`src/rtl/decimal_input_pkg.sv`:
```
// Shared definitions for the decimal keypad loader: key codes, display codes,
// slot count and FSM state encoding.
package decimal_input_pkg;

  localparam logic [3:0] KEY_MINUS = 4'd10;
  localparam logic [3:0] KEY_ENTER = 4'd11;
  localparam logic [3:0] KEY_CLEAR = 4'd12;
  localparam logic [3:0] KEY_NEXT  = 4'd13;

  localparam logic [3:0] BLANK = 4'd14;
  localparam logic [3:0] MINUS = 4'd15;

  localparam int NUM_SLOTS = 7;

  typedef enum logic [2:0] {
    ST_ENTRY = 3'd0,
    ST_CONV0 = 3'd1,
    ST_CONV1 = 3'd2,
    ST_CONV2 = 3'd3,
    ST_CHECK = 3'd4
  } state_t;

  // Slot numbers run 1..7 and wrap back to 1.
  function automatic logic [2:0] next_slot(input logic [2:0] slot);
    next_slot = (slot == 3'd7) ? 3'd1 : (slot + 3'd1);
  endfunction

endpackage

```
`src/rtl/decimal_mac.sv`:
```
// One decimal accumulate step: o_acc = i_acc*10 + i_digit, truncated to 10 bits.
module decimal_mac
  import decimal_input_pkg::*;
(
  input  logic [9:0] i_acc,
  input  logic [3:0] i_digit,
  output logic [9:0] o_acc
);

  logic [13:0] w_sum;

  // acc*10 as acc*8 + acc*2 avoids a generic multiplier.
  assign w_sum = {1'b0, i_acc, 3'b000} + {3'b000, i_acc, 1'b0} + {10'd0, i_digit};
  assign o_acc = w_sum[9:0];

endmodule

```
`src/rtl/decimal_input_loader.sv`:
```
// Keypad-driven loader: collects up to three decimal digits and a sign, converts
// them over three cycles, range-checks and writes one of seven 8-bit slots.
module decimal_input_loader
  import decimal_input_pkg::*;
(
  input  logic       clk,
  input  logic       reset,
  input  logic       key_valid,
  input  logic [3:0] key_code,
  output logic       key_ready,
  output logic [7:0] indata1,
  output logic [7:0] indata2,
  output logic [7:0] indata3,
  output logic [7:0] indata4,
  output logic [7:0] indata5,
  output logic [7:0] indata6,
  output logic [7:0] indata7,
  output logic [2:0] slot_sel,
  output logic [3:0] disp_sign,
  output logic [3:0] disp_d3,
  output logic [3:0] disp_d2,
  output logic [3:0] disp_d1,
  output logic       entry_error,
  output logic       load_done
);

  state_t      r_state;
  state_t      w_state_nxt;
  logic [3:0]  r_d3;
  logic [3:0]  r_d2;
  logic [3:0]  r_d1;
  logic [1:0]  r_count;
  logic        r_sign;
  logic        r_error;
  logic        r_load_done;
  logic [2:0]  r_slot_sel;
  logic [9:0]  r_acc;
  logic [7:0]  r_slot [NUM_SLOTS];

  logic        w_take;
  logic [3:0]  w_mac_digit;
  logic [9:0]  w_mac_acc;
  logic        w_accept;
  logic [7:0]  w_store;

  assign key_ready = (r_state == ST_ENTRY);
  assign w_take    = key_valid & key_ready;

  // Unentered digits are held as zero, so converting d3,d2,d1 in order is always correct.
  always_comb begin
    w_mac_digit = 4'd0;
    case (r_state)
      ST_CONV0: w_mac_digit = r_d3;
      ST_CONV1: w_mac_digit = r_d2;
      ST_CONV2: w_mac_digit = r_d1;
      default:  w_mac_digit = 4'd0;
    endcase
  end

  decimal_mac u_mac (
    .i_acc   (r_acc),
    .i_digit (w_mac_digit),
    .o_acc   (w_mac_acc)
  );

  assign w_accept = r_sign ? (r_acc <= 10'd128) : (r_acc <= 10'd127);
  assign w_store  = r_sign ? (~r_acc[7:0] + 8'd1) : r_acc[7:0];

  always_ff @(posedge clk) begin
    if (reset) begin
      r_state <= ST_ENTRY;
    end else begin
      r_state <= w_state_nxt;
    end
  end

  always_comb begin
    w_state_nxt = r_state;
    case (r_state)
      ST_ENTRY: begin
        if (w_take && (key_code == KEY_ENTER)) begin
          w_state_nxt = ST_CONV0;
        end else begin
          w_state_nxt = ST_ENTRY;
        end
      end
      ST_CONV0: w_state_nxt = ST_CONV1;
      ST_CONV1: w_state_nxt = ST_CONV2;
      ST_CONV2: w_state_nxt = ST_CHECK;
      ST_CHECK: w_state_nxt = ST_ENTRY;
      default:  w_state_nxt = ST_ENTRY;
    endcase
  end

  always_ff @(posedge clk) begin
    if (reset) begin
      r_d3        <= 4'd0;
      r_d2        <= 4'd0;
      r_d1        <= 4'd0;
      r_count     <= 2'd0;
      r_sign      <= 1'b0;
      r_error     <= 1'b0;
      r_load_done <= 1'b0;
      r_slot_sel  <= 3'd1;
      r_acc       <= 10'd0;
      for (int i = 0; i < NUM_SLOTS; i++) begin
        r_slot[i] <= 8'd0;
      end
    end else begin
      r_load_done <= 1'b0;
      case (r_state)
        ST_ENTRY: begin
          if (w_take) begin
            if (key_code <= 4'd9) begin
              if (r_count < 2'd3) begin
                r_d3    <= r_d2;
                r_d2    <= r_d1;
                r_d1    <= key_code;
                r_count <= r_count + 2'd1;
              end else begin
                r_error <= 1'b1;
              end
            end else begin
              case (key_code)
                KEY_MINUS: r_sign <= ~r_sign;
                KEY_CLEAR: begin
                  r_d3    <= 4'd0;
                  r_d2    <= 4'd0;
                  r_d1    <= 4'd0;
                  r_count <= 2'd0;
                  r_sign  <= 1'b0;
                  r_error <= 1'b0;
                end
                KEY_NEXT: begin
                  r_d3       <= 4'd0;
                  r_d2       <= 4'd0;
                  r_d1       <= 4'd0;
                  r_count    <= 2'd0;
                  r_sign     <= 1'b0;
                  r_slot_sel <= next_slot(r_slot_sel);
                end
                KEY_ENTER: r_acc <= 10'd0;
                default: ;
              endcase
            end
          end
        end
        ST_CONV0, ST_CONV1, ST_CONV2: r_acc <= w_mac_acc;
        ST_CHECK: begin
          if (w_accept) begin
            for (int i = 0; i < NUM_SLOTS; i++) begin
              if (r_slot_sel == 3'(i + 1)) begin
                r_slot[i] <= w_store;
              end
            end
            r_load_done <= 1'b1;
            r_slot_sel  <= next_slot(r_slot_sel);
          end else begin
            r_error <= 1'b1;
          end
          r_d3    <= 4'd0;
          r_d2    <= 4'd0;
          r_d1    <= 4'd0;
          r_count <= 2'd0;
          r_sign  <= 1'b0;
        end
        default: ;
      endcase
    end
  end

  assign indata1     = r_slot[0];
  assign indata2     = r_slot[1];
  assign indata3     = r_slot[2];
  assign indata4     = r_slot[3];
  assign indata5     = r_slot[4];
  assign indata6     = r_slot[5];
  assign indata7     = r_slot[6];
  assign slot_sel    = r_slot_sel;
  assign entry_error = r_error;
  assign load_done   = r_load_done;

  assign disp_sign = r_sign ? MINUS : BLANK;
  assign disp_d3   = (r_count == 2'd3) ? r_d3 : BLANK;
  assign disp_d2   = (r_count >= 2'd2) ? r_d2 : BLANK;
  assign disp_d1   = (r_count >= 2'd1) ? r_d1 : BLANK;

endmodule
```
`config.mk`:
```
export PLATFORM = sky130hd
export DESIGN_NAME = decimal_input_loader
export DESIGN_NICKNAME = d
export VERILOG_FILES = /design/src/rtl/decimal_input_pkg.sv /design/src/rtl/decimal_mac.sv /design/src/rtl/decimal_input_loader.sv
export SDC_FILE = /design/constraint.sdc
export NUM_CORES = 1
export LEC_CHECK = 0
export ABC_CLOCK_PERIOD_IN_PS = 9400
export CAP_MARGIN = 20
export CELL_PAD_IN_SITES_DETAIL_PLACEMENT = 1
export CELL_PAD_IN_SITES_GLOBAL_PLACEMENT = 2
export CORE_AREA = 10 10 105 145
export DETAILED_ROUTE_END_ITERATION = 12
export DIE_AREA = 0 0 115 155
export PLACE_DENSITY_LB_ADDON = 0.1
export SYNTH_ARGS = -nofsm -noshare
export SYNTH_HDL_FRONTEND = slang
export SYNTH_SLANG_ARGS = --single-unit
```
`constraint.sdc`:
```
create_clock -name clk -period 9.4 [get_ports clk]
set_input_delay 0.94 -clock clk [delete_from_list [all_inputs] [get_ports clk]]
set_output_delay 0.94 -clock clk [all_outputs]
set_load 0.1 [all_outputs]
```
==> results of run 1 <==
## stage by stage
step / area [um2] / hold slack [ns] / worst slack, ns / total power [mW] / std cells
after floorplan: 4323 / 0.4492 / 5.652 / 0.5633 / 405
after global placement: 5241 / 0.4613 / 6.242 / 0.5980 / 620
after detailed placement: 5241 / 0.4625 / 6.224 / 0.6000 / 620
after CTS: 5538 / 0.4761 / 5.884 / 0.9554 / 636
after global routing: 5545 / 0.5151 / 5.804 / 0.9788 / 637
final: 5545 / 0.4779 / 5.889 / 0.9464 / 637
## worst register-to-register path, cell delays in order (launching register included)
cell	delay (ns)
dfxtp_1	0.58
nor2b_1	0.27
a22oi_1	0.11
or2_2	0.31
fa_1	0.49
inv_1	0.07
fa_1	0.42
a21oi_1	0.21
o21ai_0	0.13
a21oi_1	0.20
xnor2_1	0.08
a22o_1	0.19
## flip-flops by register name, summed over array words and instances (netlist names)
register     count
r_sign           1
load_done        1
r_d1             4
r_d3             4
r_count          2
r_acc           10
r_slot          56
entry_error      1
r_d2             4
r_state          3
slot_sel         3
## per-layer routing
layer  global-route usage, %  part of all wire, %  routed length, um
met5                       0                    0                  0
met4                   3.723                  1.0                116
met3                   3.965                  7.0                794
met2                   23.44                   54               6110
met1                   13.70                   38               4377
## layout make-up
type | count | area, um2
Multi-Input combinational cell | 274 | 1807
Sequential cell | 89 | 2342
Tap cell | 153 | 191.4
Clock inverter | 6 | 57.56
Timing Repair Buffer | 83 | 825.8
Fill cell | 1416 | 7084
Clock buffer | 10 | 239.0
Inverter | 22 | 82.58
## how the worst min path moves through the flow
stage,slack (ns),from,to,cells after the start
5_1_grt,0.52,r_d1[1],r_d1[1],2
2_1_floorplan,0.45,r_count[0],r_count[0],2
3_3_place_gp,0.46,r_count[0],r_count[0],2
4_1_cts,0.48,entry_error,entry_error,2
3_5_place_dp,0.46,entry_error,entry_error,2
6_report,0.48,entry_error,entry_error,2
## cell usage in the layout (no fill, tap or decap), drive strengths merged, types with 3 or more instances in the layout
cell	count
clkdlybuf4s50	81
nor2	65
edfxtp	56
dfxtp	33
nand2b	27
inv	27
ha	24
a21oi	19
nand3	18
o21ai	17
nand2	16
clkbuf	11
or2	10
xnor2	9
a22o	6
nor2b	5
nor3	5
xor2	5
mux2	5
mux2i	4
a22oi	3
and2	3
o31ai	3
a21boi	3
conb	3
## cell families (layout without fill, tap and decap cells)
kind of cell / after synthesis / in the layout / synth area share (%)
AO/OA/AOI/OAI: 62 / 62 / 9.539
XOR/XNOR: 14 / 14 / 2.841
adder cells (fa/ha/maj): 26 / 26 / 7.886
buffers and inverters: 42 / 121 / 4.030
flip-flops: 89 / 89 / 54.28
multiplexers: 9 / 9 / 2.319
other: 1 / 3 / 0.08690
AND/OR/NAND/NOR: 160 / 160 / 19.02
## power breakdown
part           switching, mW  internal, mW  total, mW
Clock                  0.163         0.194      0.357
Sequential           0.00769         0.425      0.433
Combinational          0.123        0.0343      0.157
==> impl_results.md, run 1 <==
* Status: finished clean
* Worst EP arrival at between 2 and 3 ns
* Leak pwr at roughly 2.1 nW
* DRC violations left at 0
* Clk slew on worst S/H paths at about 0.070 ns
* FF-to-FF setup slack at about 6.3 ns
* Total GRT Usage at 12.87%
* Fin. Hold Viols at 0
* Required @ worst endpoint at 8.46 ns
* Worst skew pair latency at between 0.3 and 0.4 ns
* WL per Instance at approximately 18 um
* Worst Hold Class: reg2reg
* Most instantiated library cell after synthesis: nor2_1
* Syn_area_per_cell at 10.71 um2
* Die extent in y at about 160 um
* Yosys cell types at 49
* Final layout net count at about 500
* Critical Path Source: r_state[2]
* CTS Root Cell: clkbuf_16
* Die width at 115 um
* Antenna Nets Post-Route at 0
* TritonCTS buffer count at 9
* Reg2reg end: r_acc[8]
* Mapped cell area at approximately 4300 um2
* Synth Flop Type: edfxtp_1
* Crit. path cell count at 2
* PwrDens at 170.7 nW/um2
* Hold Buf Count CTS at 0
* Final Slew Violations at 0
* GRT Residual Overflow at 0
* Max Cap Viol at 0
* Core ar. at 12630 um2
* Synth warnings at 0
* Mapped Cells at between 400 and 500
* Worst reg2reg path depth at 11
* H-tree Lvls at 3
* Final core utilization at between 40% and 50%
* Critical Path Sink: key_ready
* Area leader, netlist: edfxtp_1
* Crit path max-delay cell type: clkdlybuf4s50_1
* Worst Max-Slew Pin Slew at between 1 and 1.5 ns
* CP max stage delay at roughly 1.2 ns
* Setup TNS at 0 ns
* Clk sinks at 89
* Initial antenna violation count at 0
* Total routed wirelength at approximately 11000 um
* Clk_skew at slightly below 0.01 ns
* Post-CTS Setup Inserts at 0
* Crit-path max FO at 17
* RSZ-0062 raised after global routing: false
* GP Congestion at 0.7215
* VDD IR max at ~100 uV
* Cell row count at ~50
* Initial Util at roughly a third
* EDFF count, synth at 56
* Delay-heaviest family, CP: buffers and inverters
* Layout cells sized above 1 at between 8 and 9%
* FF-to-FF Start: r_state[1]
* Die area at between 15000 and 20000 um2
* Commonest cells in the netlist: 65 x nor2_1, 56 x edfxtp_1, 33 x dfxtp_1
* Top cell type's share of synthesized area at 38.97%
* # IOs at between 80 and 90
* Initial DRC Count at 108
* WS Path Type: reg2out
* Seq/Total Area, Yosys at a little over half
* Fmax at roughly 0.28 GHz
* CP endpoint kind: output port
* Slew Limit Headroom at 32.86%
* Post-DP HPWL at slightly below 9000 um
* Via count at about 3100
* Area Overhead vs Synth at 28.50%
* Fin crit share at roughly 37%
* CTS tree: built
* Bufs on Longest Clock Path at 2
* Vias per inst at a little under 5
* I/O Buffers at 81
* CP Launch Type: flip-flop
* Pin count of the biggest net entering global routing at 46
* Number of global-route vias before repair at 3301
* CP Buf/Inv Count at 1
* Post-CTS sizing at 0
* Diode count at 0
* CP cell instances: nor3_1, clkdlybuf4s50_1
* Min cycle time layout at roughly 3.5 ns
* Synth area leaders: edfxtp_1 39%, dfxtp_1 15%, ha_1 7.0%, nor2_1 5.7%, nand2b_1 3.9%
* First-pass GRT wire length at 18170 um
* Async S/R FF share, synth at 0%
* #FFs+latches synth at between 80 and 90
* Drt first pass iters at 4
* Final setup violation count at 0
Power figures use the tool's default switching activity.
==> run 2, diff against run 1 <==
--- a/config.mk
+++ b/config.mk
@@ -5,13 +5,13 @@
 export SDC_FILE = /design/constraint.sdc
 export NUM_CORES = 1
 export LEC_CHECK = 0
-export ABC_CLOCK_PERIOD_IN_PS = 9400
+export ABC_CLOCK_PERIOD_IN_PS = 3150
 export CAP_MARGIN = 20
 export CELL_PAD_IN_SITES_DETAIL_PLACEMENT = 1
 export CELL_PAD_IN_SITES_GLOBAL_PLACEMENT = 2
-export CORE_AREA = 10 10 105 145
+export CORE_AREA = 10 10 113 155
 export DETAILED_ROUTE_END_ITERATION = 12
-export DIE_AREA = 0 0 115 155
+export DIE_AREA = 0 0 123 165
 export PLACE_DENSITY_LB_ADDON = 0.1
 export SYNTH_ARGS = -nofsm -noshare
 export SYNTH_HDL_FRONTEND = slang
==> constraint.sdc (replaced) <==
create_clock -name clk -period 3.15 [get_ports clk]
set_input_delay 0.315 -clock clk [delete_from_list [all_inputs] [get_ports clk]]
set_output_delay 0.315 -clock clk [all_outputs]
set_load 0.1 [all_outputs]
==> run 2 against run 1 <==
Against the previous run: sequential share of layout area down 0.38 points; critical path depth up 9; sequential cell count unchanged; combinational power rose to 3.0 times the previous value; power rose to 2.9 times the previous value; die area up 14%; sequential power rose to 3.0 times the previous value; core utilization down 5.3 points.
==> impl_results.md, run 2 (same netlist as run 1, synthesis figures left out) <==
* Max reg flops at 56 (unchanged)
* Reg2reg end: r_acc[8]
* Die width at 123 um (+7.0%)
* Drt first pass iters at 4 (unchanged)
* Sw Ratio at 31.11% (+0.11 points)
* Fin Hold WS at 0.4746 ns (-0.003265 ns)
* Crit-path max FO at 5 (-12)
* Fill cells at 1614 (+14%)
* Leak pwr at 2.120 nW (+1.8%)
* Final Slew Violations at 0 (unchanged)
* CTS Root Cell: clkbuf_16
* Registers with the most flip-flops: r_slot: 56 flops, r_acc: 10 flops
* # IOs at 85 (unchanged)
* PwrDens at 497.7 nW/um2 (+190%)
* Post-DP HPWL at 8948 um (+2.8%)
* Initial Util at 29.74% (-4.4 points)
* Hold Crit Start: entry_error
* Core ar. at 14510 um2 (+15%)
* Hold endpoint: entry_error
* Multi-input gate area at 1812 um2 (+0.28%)
* Worst Hold Path Cells at 2 (unchanged)
* CP endpoint kind: flip-flop
* Clk slew on worst S/H paths at 0.07 ns (about the same)
* CP Launch Type: flip-flop
* Clk_skew at 0.007790 ns (-0.001917 ns)
* Fmax at between 0.3 and 0.4 GHz
* Worst Max-Slew Pin Slew at 0.9961 ns (-0.007745 ns)
* RSZ-0062 raised after global routing: false
* Detail Route met2 WL at 6116 um (about the same)
* Total routed wirelength at 11550 um (+1.4%)
* CTS tree: built
* Initial DRC Count at 155 (+44%)
* Commonest non-fill, non-tap cell in the layout: nor2_1
* Commonest cells after routing, fill and taps aside: 65 x nor2_1, 64 x clkdlybuf4s50_1, 56 x edfxtp_1
* Post-CTS Setup Inserts at 0 (unchanged)
* Internal Power at 1.919 mW (+190%)
* Clock share of power at 36.7% (-1.0 points)
* Post-CTS sizing at 0 (unchanged)
* Worst EP arrival at 3.18 ns (+0.61 ns)
* Status: finished clean
* DRC violations left at 0 (unchanged)
* FF/Latch Area at 2342 um2 (unchanged)
* Flop pwr share at 46.3% (+0.6 points)
* Antenna Nets Post-Route at 0 (unchanged)
* Via count at 3128 (+0.16%)
* H-tree Lvls at 3 (unchanged)
* Met3 wire length at 623 um (-22%)
* Combinational Power Share at 17.0% (+0.4 points)
* Die area at 20300 um2 (+14%)
* WS Path Type: reg2reg
* First-pass GRT wire length at 17990 um (-1.0%)
* Min cycle time layout at between 2 and 3 ns
* Initial antenna violation count at 0 (unchanged)
* Total GRT Usage at 11.52% (-1.3 points)
* Worst reg2reg path depth at 11 (unchanged)
* Cell row count at 52 (+6.1%)
* Max Cap Viol at 0 (unchanged)
* Net Sw Power at 866.4 uW (+200%)
* Worst skew pair latency at 0.34 ns (about the same)
* Fin crit share at approximately 93%
* Pin count of the biggest net entering global routing at 24 (-48%)
* Clk sinks at 89 (unchanged)
* FF-to-FF Start: r_state[1]
* GP Congestion at 0.7601 (+5.3%)
* Final layout net count at 520 (+1.6%)
* Vias per inst at 4.593 (-6.3%)
* VDD IR max at 270.2 uV (+160%)
* Diode count at 0 (unchanged)
* Layout cells sized above 1 at 13.82% (+4.9 points)
* I/O Buffers at 81 (unchanged)
* Fin. Hold Viols at 0 (unchanged)
* Die extent in y at 165 um (+6.5%)
* Post-Route M1 WL at 4497 um (+2.7%)
* WL per Instance at 16.96 um (-5.2%)
* Setup TNS at 0 ns (unchanged)
* Largest Register: r_slot
* Final setup violation count at 0 (unchanged)
* Bufs on Longest Clock Path at 2 (unchanged)
* Area Overhead vs Synth at 29.66%
* Required @ worst endpoint at 3.38 ns (-5.08 ns)
* Worst Hold Class: reg2reg
* Number of global-route vias before repair at 3278 (-0.70%)
* FF-to-FF setup slack at 0.21 ns (-6.04 ns)
* GRT Residual Overflow at 0 (unchanged)
* Hold Buf Count CTS at 0 (unchanged)
* Slew Limit Headroom at 33.38% (+0.52 points)
* Top routing layer in use: met4
* TritonCTS buffer count at 9 (unchanged)
run 2: cell count changes in the layout (fill, tap and decap cells not counted), sizes merged:
cell | previous run | this run
clkbuf | 11 | 10
clkdlybuf4s50 | 81 | 64
clkinvlp | 0 | 2
buf | 1 | 27
inv | 27 | 25
run 2: metrics by stage:
stage                     instances  power, mW  cell area, um2  worst slack, ns  utilization (%)
after floorplan                 405      1.681            4328           0.1822                -
after global placement          665      1.793            5316           0.2515            36.64
after detailed placement        665      1.794            5316           0.1865            36.64
after CTS                       681      2.815            5595           0.1584            38.57
after global routing            681      2.881            5595          0.06728            38.57
final                           681      2.785            5595           0.2084            38.57
run 2: critical path, stage by stage, from the launching register on:
cell     delay (ns)
dfxtp_1        0.41
nor2b_1        0.24
a22oi_1        0.12
or2_2          0.29
fa_1           0.48
inv_1          0.06
fa_1           0.43
a21oi_1        0.21
o21ai_0        0.12
a21oi_1        0.18
xnor2_1        0.09
a22o_1         0.19
run 2: how the worst max path moves through the flow:
stage,slack (ns),depth (start not counted),from,to
finish,0.21,11,r_state[1],r_acc[8]
global placement,0.25,11,r_state[1],r_acc[8]
floorplan,0.18,12,r_state[1],r_acc[8]
CTS,0.16,11,r_state[1],r_acc[8]
global route,0.07,11,r_state[1],r_acc[8]
detailed placement,0.19,11,r_state[1],r_acc[8]
run 2: final cells by class:
type | count | share of cell area (%)
repair buffers | 91 | 15.07
clock buffers | 10 | 4.092
flip-flops and latches | 89 | 41.86
multi-input cells | 274 | 32.38
well taps | 189 | 4.226
inverters | 22 | 1.476
clock inverters | 6 | 0.8945
run 2: routing by layer:
| layer | vias up | GRT usage, % |
|---|---|---|
| met4 | 0 | 4.883 |
| met5 | - | 0 |
| met1 | 1474 | 12.02 |
| met3 | 18 | 2.802 |
| met2 | 72 | 21.30 |
| li1 | 1564 | - |
run 2: power by group through the flow:
stage          Clock [mW]  Combinational, mW  Sequential, mW
2_1_floorplan           0              0.172            1.51
3_3_place_gp            0              0.476            1.32
3_5_place_dp            0              0.477            1.32
4_1_cts              1.05              0.478            1.29
5_1_grt              1.09              0.496            1.29
6_report             1.02              0.473            1.29
